<file path="src/rtl/prbs7_pkg.sv">
// Shared PRBS7 (x^7 + x^6 + 1) definitions: default seed, injection mode
// encodings and the unrolled 64-bit word function reused by checker models.
package prbs7_pkg;

  localparam int unsigned PRBS7_WORD_W       = 64;
  localparam logic [6:0]  PRBS7_SEED_DEFAULT = 7'h7F;

  typedef enum logic [1:0] {
    INJ_OFF      = 2'd0,
    INJ_SINGLE   = 2'd1,
    INJ_PERIODIC = 2'd2,
    INJ_RESERVED = 2'd3
  } inject_mode_e;

  // x[6:0] holds x(-7..-1) with the oldest bit in x[0]; x[k+7] is word bit k.
  function automatic logic [PRBS7_WORD_W-1:0] prbs7_word(input logic [6:0] state);
    logic [PRBS7_WORD_W+6:0] x;
    x      = '0;
    x[6:0] = state;
    for (int k = 0; k < PRBS7_WORD_W; k++) begin
      x[k+7] = x[k] ^ x[k+1];
    end
    return x[PRBS7_WORD_W+6:7];
  endfunction

endpackage

</file>
<file path="src/rtl/prbs7_inject_ctrl.sv">
// Error-injection control: trigger edge detect, single-shot arm flag,
// periodic word counter and the saturating injected-word counter.
module prbs7_inject_ctrl
  import prbs7_pkg::*;
(
  input  logic                    i_clk,
  input  logic                    i_reset,
  input  logic                    i_emit,
  input  logic [1:0]              i_injectMode,
  input  logic                    i_injectTrig,
  input  logic [15:0]             i_injectPeriod,
  input  logic [5:0]              i_injectBit,
  input  logic                    i_clearCount,
  output logic [PRBS7_WORD_W-1:0] o_flipMask,
  output logic                    o_injected,
  output logic [15:0]             o_injectCount
);

  inject_mode_e w_mode;
  inject_mode_e r_modePrev;
  logic         r_trigD;
  logic         r_armed;
  logic [15:0]  r_periodCnt;
  logic [15:0]  r_injectCount;
  logic         w_modeChange;
  logic         w_trigRise;
  logic         w_armed;
  logic [15:0]  w_periodCnt;
  logic         w_inject;

  assign w_mode       = inject_mode_e'(i_injectMode);
  assign w_modeChange = (w_mode != r_modePrev);
  assign w_trigRise   = i_injectTrig & ~r_trigD;

  // A mode change wipes the arm flag and counter before they are used this cycle.
  assign w_armed     = r_armed & ~w_modeChange;
  assign w_periodCnt = w_modeChange ? 16'd0 : r_periodCnt;

  always_comb begin
    w_inject = 1'b0;
    if (i_emit) begin
      case (w_mode)
        INJ_SINGLE:   w_inject = w_armed;
        INJ_PERIODIC: w_inject = (w_periodCnt == i_injectPeriod);
        default:      w_inject = 1'b0;
      endcase
    end
  end

  assign o_flipMask    = w_inject ? ({{(PRBS7_WORD_W-1){1'b0}}, 1'b1} << i_injectBit) : '0;
  assign o_injected    = w_inject;
  assign o_injectCount = r_injectCount;

  always_ff @(posedge i_clk or negedge i_reset) begin
    if (!i_reset) begin
      r_modePrev    <= INJ_OFF;
      r_trigD       <= 1'b0;
      r_armed       <= 1'b0;
      r_periodCnt   <= 16'd0;
      r_injectCount <= 16'd0;
    end else begin
      r_modePrev <= w_mode;
      r_trigD    <= i_injectTrig;

      if (w_mode != INJ_SINGLE) begin
        r_armed <= 1'b0;
      end else if (w_inject) begin
        r_armed <= 1'b0;
      end else if (w_trigRise) begin
        r_armed <= 1'b1;
      end else begin
        r_armed <= w_armed;
      end

      if (w_mode != INJ_PERIODIC) begin
        r_periodCnt <= 16'd0;
      end else if (!i_emit) begin
        r_periodCnt <= w_periodCnt;
      end else if (w_inject) begin
        r_periodCnt <= 16'd0;
      end else begin
        r_periodCnt <= w_periodCnt + 16'd1;
      end

      if (i_clearCount) begin
        r_injectCount <= 16'd0;
      end else if (w_inject && (r_injectCount != 16'hFFFF)) begin
        r_injectCount <= r_injectCount + 16'd1;
      end
    end
  end

endmodule

</file>
<file path="src/rtl/prbs7_gen_inject.sv">
// PRBS7 word transmitter: one 64-bit word per clock from an unrolled LFSR,
// with optional bit flips applied after the state update.
module prbs7_gen_inject
  import prbs7_pkg::*;
#(
  parameter int         WORDWIDTH = PRBS7_WORD_W,
  parameter logic [6:0] SEEDRST   = PRBS7_SEED_DEFAULT
) (
  input  logic                 i_clk,
  input  logic                 i_reset,
  input  logic                 i_dis,
  input  logic                 i_loadSeed,
  input  logic [6:0]           i_seed,
  input  logic [1:0]           i_injectMode,
  input  logic                 i_injectTrig,
  input  logic [15:0]          i_injectPeriod,
  input  logic [5:0]           i_injectBit,
  input  logic                 i_clearCount,
  output logic [WORDWIDTH-1:0] o_dout,
  output logic                 o_dataValid,
  output logic                 o_injected,
  output logic [15:0]          o_injectCount
);

  logic [6:0]           r_state;
  logic [WORDWIDTH-1:0] r_dout;
  logic                 r_dataValid;
  logic                 r_injected;
  logic [WORDWIDTH-1:0] w_word;
  logic [WORDWIDTH-1:0] w_flipMask;
  logic                 w_injected;
  logic                 w_emit;
  logic [6:0]           w_seedSafe;

  assign w_word     = prbs7_word(r_state);
  assign w_emit     = ~i_loadSeed & ~i_dis;
  assign w_seedSafe = (i_seed == 7'd0) ? PRBS7_SEED_DEFAULT : i_seed;

  prbs7_inject_ctrl u_ctrl (
    .i_clk          (i_clk),
    .i_reset        (i_reset),
    .i_emit         (w_emit),
    .i_injectMode   (i_injectMode),
    .i_injectTrig   (i_injectTrig),
    .i_injectPeriod (i_injectPeriod),
    .i_injectBit    (i_injectBit),
    .i_clearCount   (i_clearCount),
    .o_flipMask     (w_flipMask),
    .o_injected     (w_injected),
    .o_injectCount  (o_injectCount)
  );

  // The LFSR advances on the clean word so a flipped bit never propagates.
  always_ff @(posedge i_clk or negedge i_reset) begin
    if (!i_reset) begin
      r_state     <= SEEDRST;
      r_dout      <= '0;
      r_dataValid <= 1'b0;
      r_injected  <= 1'b0;
    end else if (i_loadSeed) begin
      r_state     <= w_seedSafe;
      r_dataValid <= 1'b0;
    end else if (i_dis) begin
      r_dataValid <= 1'b0;
    end else begin
      r_state     <= w_word[WORDWIDTH-1:WORDWIDTH-7];
      r_dout      <= w_word ^ w_flipMask;
      r_dataValid <= 1'b1;
      r_injected  <= w_injected;
    end
  end

  assign o_dout      = r_dout;
  assign o_dataValid = r_dataValid;
  assign o_injected  = r_injected;

endmodule

</file>
<file path="config.mk">
export PLATFORM = sky130hd
export DESIGN_NAME = prbs7_gen_inject
export DESIGN_NICKNAME = d
export VERILOG_FILES = /design/src/rtl/prbs7_pkg.sv /design/src/rtl/prbs7_inject_ctrl.sv /design/src/rtl/prbs7_gen_inject.sv
export SDC_FILE = /design/constraint.sdc
export NUM_CORES = 1
export LEC_CHECK = 0
export BUFFER_PORTS_ARGS = -buffer_cell sky130_fd_sc_hd__buf_2
export CAP_MARGIN = 20
export CORE_MARGIN = 2
export CORE_UTILIZATION = 60
export DETAILED_ROUTE_END_ITERATION = 10
export GPL_ROUTABILITY_DRIVEN = 0
export PLACE_DENSITY = 0.95
export RECOVER_POWER = 100
export REMOVE_ABC_BUFFERS = 1
export SLEW_MARGIN = 20
export SYNTH_ARGS = -nofsm -noshare
export SYNTH_HDL_FRONTEND = slang
export SYNTH_SLANG_ARGS = --single-unit
</file>
<file path="constraint.sdc">
create_clock -name i_clk -period 7.3 [get_ports i_clk]
set_input_delay 0.73 -clock i_clk [delete_from_list [all_inputs] [get_ports i_clk]]
set_output_delay 0.73 -clock i_clk [all_outputs]
set_load 0.005 [all_outputs]
</file>
==> impl_results.md <==
- Status: finished, violations left
- Violated checks: max-capacitance violations, max-slew violations
- Max-Slew Margin vs Limit: -61.1%
- Yosys cell types: 57
- First-pass GRT wire length: between 20000 and 30000 um
- TritonRoute pass-1 iters: 6
- Worst Path Arrival: 5.50 ns
- RSZ-0062 raised after global routing: false
- Final Hold Violating Endpoints: 0
- Overflow after GRT: 0
- Die ar.: approximately 12000 sq um
- Die span in y: between 100 and 150 um
- CTS tree: yes
- Clock Sinks: around 110
- # Post-CTS Setup Buffers: 0
- Num CTS Buffers: 9
- Worst vdd ir: 0.168 mV
- Max Cap Viol: 3
- Pleak: between 3 and 4 nW
- FF+latch area: 2740 sq um
- PortBufs: approximately 120
- Crit path cell chain: clkbuf_1 -> inv_1 -> ha_1 -> nor3_1 -> nand2_1 -> a2111oi_0 -> and3_1 -> and3_1 -> clkbuf_1 -> nor2_1 -> or4_1 -> a31oi_1
- Worst-Skew Late Latency: between 0.3 and 0.4 ns
- Number of synthesized register bits: roughly 110
- Max Freq: between 150 and 200 MHz
- H-Tree Depth: 3
- Routed wire length: between 15000 and 20000 um
- Register area share after synthesis: around two fifths
- Final design utilization: between 60 and 70%
- CTS Hold Bufs: 0
- GRT Resource Usage Total: ~30%
- Worst setup SP type: primary input
- FP Rows: 39
- Worst min path class: reg2reg
- Worst Path Max Fanout: 42
- Setup CP Type: in2reg
- Post-Syn Area: just under 7000 sq um
- Final Critical Period: ~5.2 ns
- Share of cells above drive strength 1: 14.4%
- Synth warn: 0
- Final setup viols: 0
- Crit. End Element: flop
- Final HPWL DP: about 13000 um
- Routed vias/inst: roughly 6.2
- Final #Nets: about 900
- Worst-path clk slew: about 0.060 ns
- Total Neg Setup Slack: 0 ns
- Antenna-violating nets left: 0
- Slowest CP cell: clkbuf_1
- Boundary Pins: 119
- Fraction of registers with async set/reset: 100%
- Vias in the first global route: 6060
- Largest stage delay on the critical path: 1.25 ns
- DR WL/cell: approximately 18 um
- Core ar.: ~11000 sq um
- Commonest register cell after synthesis: dfrtp_1
- Multi-input gate area: 3830 sq um
- EDFF count, synth: 0
- Diode count: 0
- Initial antenna violation count: 0
- Post-DP Area: 7490 sq um
- Initial Util: between 60% and 70%
- Worst Path Required: 7.56 ns
- Post-Syn Area per Cell: between 8 and 9 sq um
- DR DRC count: 0
- Tightest Pin Transition: ~2.4 ns
- # fillers: around 900
- Die extent in x: around 110 um
- Fin area: ~7700 sq um
- Part of the cycle the worst path needs: 71.8%
- Clock root buffer: clkbuf_16
- Final Skew: approximately 0.0084 ns
- Via count: roughly 6300
- Synth-to-layout area growth: 11.2%
- # resized after CTS: 0
- Max Slew Vio Count: 126
- Post-synthesis cell count: slightly below 800
- Largest net degree at the start of global routing: 99
- Initial DRC Count: 750
- Power per cell area: 289 nW/um^2
- Bufs on Longest Clock Path: 2
[kinds of logic (layout without fill, tap and decap cells)]
group                    after synthesis  after routing  share of synthesized area [%]
flip-flops                           109            109                           39.7
AO/OA/AOI/OAI                        177            177                           17.2
multiplexers                          11             11                           1.76
adder cells (fa/ha/maj)                4              4                          0.726
buffers and inverters                 62            151                           3.83
XOR/XNOR                             139            139                           18.5
AND/OR/NAND/NOR                      270            270                           18.2
[synth_stat cells, types with 7 or more instances]
| library cell | instances | area share (%) |
|---|---|---|
| nand2_1 | 85 | 4.6 |
| nand3_1 | 20 | 1.5 |
| buf_2 | 10 | 0.73 |
| nand4_1 | 8 | 0.73 |
| nor3_1 | 23 | 1.7 |
| mux2_2 | 9 | 1.5 |
| a31oi_1 | 14 | 1.3 |
| a21oi_1 | 12 | 0.87 |
| o21a_1 | 12 | 1.3 |
| and3_1 | 10 | 0.91 |
| o31ai_1 | 22 | 2.4 |
| xnor2_1 | 87 | 11 |
| o21ai_0 | 76 | 5.5 |
| or4_1 | 9 | 0.98 |
| xor2_1 | 46 | 5.8 |
| dfstp_2 | 7 | 2.7 |
| clkbuf_1 | 30 | 1.6 |
| inv_1 | 12 | 0.65 |
| a2111oi_2 | 7 | 1.5 |
| nor2_1 | 82 | 4.5 |
| dfrtp_1 | 102 | 37 |
[where the power goes]
part	switching, mW	internal, mW	leakage, nW	total, mW
clock	0.214	0.271	0.139	0.485
combinational	0.460	0.396	1.52	0.856
sequential	0.117	0.754	1.37	0.871
total	0.791	1.42	3.03	2.21
[path summary, 6_finish.rpt]
| check | startpoint | endpoint | slack, ns | cells past startpoint |
|---|---|---|---|---|
| hold / removal | o_injected | o_injected | 0.48 | 2 |
| max in group asynchronous | i_reset | o_dout[45] | 4.36 | 2 |
| min in group asynchronous | i_reset | u_ctrl.r_periodCnt[7] | 1.11 | 1 |
| hold reg to reg | o_injected | o_injected | 0.48 | 2 |
| setup / recovery | i_injectMode[0] | o_dout[42] | 2.06 | 12 |
| setup reg to reg | u_ctrl.r_modePrev[1] | o_dout[42] | 2.41 | 9 |
[flip-flops by register name, summed over array words and instances, names as in the netlist]
| name | count |
|---|---|
| u_ctrl.o_injectCount | 16 |
| r_state | 7 |
| o_dataValid | 1 |
| o_dout | 64 |
| u_ctrl.r_armed | 1 |
| u_ctrl.r_trigD | 1 |
| u_ctrl.r_modePrev | 2 |
| o_injected | 1 |
| u_ctrl.r_periodCnt | 16 |
[metrics by stage]
stage	setup slack, ns	instances	power (mW)	hold slack (ns)
after global routing	1.66	1004	2.34	0.506
final	2.06	1004	2.21	0.477
after floorplan	3.55	723	1.42	0.434
after CTS	3.60	1004	2.23	0.382
after detailed placement	3.22	990	1.75	0.462
after global placement	3.40	990	1.71	0.457
[placed cells by master, fill, tap and decap left out, types with 7 or more instances in the layout]
master / synthesis / routed
dfrtp_1: 102 / 102
xor2_1: 46 / 46
nor3_1: 23 / 23
o21a_1: 12 / 12
and3_1: 10 / 10
dfstp_2: 7 / 7
buf_2: 10 / 82
o21ai_0: 76 / 78
a21oi_1: 12 / 12
clkbuf_16: 0 / 9
a2111oi_0: 2 / 11
nand2_1: 85 / 85
nand4_1: 8 / 8
xnor2_1: 87 / 87
nand3_1: 20 / 20
o31ai_1: 22 / 22
clkbuf_1: 30 / 40
or4_1: 9 / 9
mux2_2: 9 / 9
nor2_1: 82 / 83
a31oi_1: 14 / 14
inv_1: 12 / 12
[worst max-delay path, delay by kind of cell]
kind                       cells  cell delay [ns]
and+or+nand+nor                6             2.29
buffers and inverters          3             1.60
AOI/OAI and AO/OA              2             0.54
adders and majority gates      1             0.30
[area by class of cell]
| class | instances | share of cell area (%) |
|---|---|---|
| Clock buffer | 12 | 3.22 |
| Inverter | 13 | 0.637 |
| Clock inverter | 2 | 0.457 |
| Timing Repair Buffer | 124 | 7.61 |
| Tap cell | 143 | 2.34 |
| Sequential cell | 109 | 35.7 |
| Multi-Input combinational cell | 601 | 50.0 |
[routing by layer]
metal / vias up / track usage (%) / wire length [um]
met2: 347 / 47.9 / 8480
met4: 0 / 13.9 / 663
met3: 73 / 5.08 / 1570
li1: 2866 / - / -
met5: - / 0 / 0
met1: 2976 / 39.2 / 7400
(Power assumes the default switching activity.)
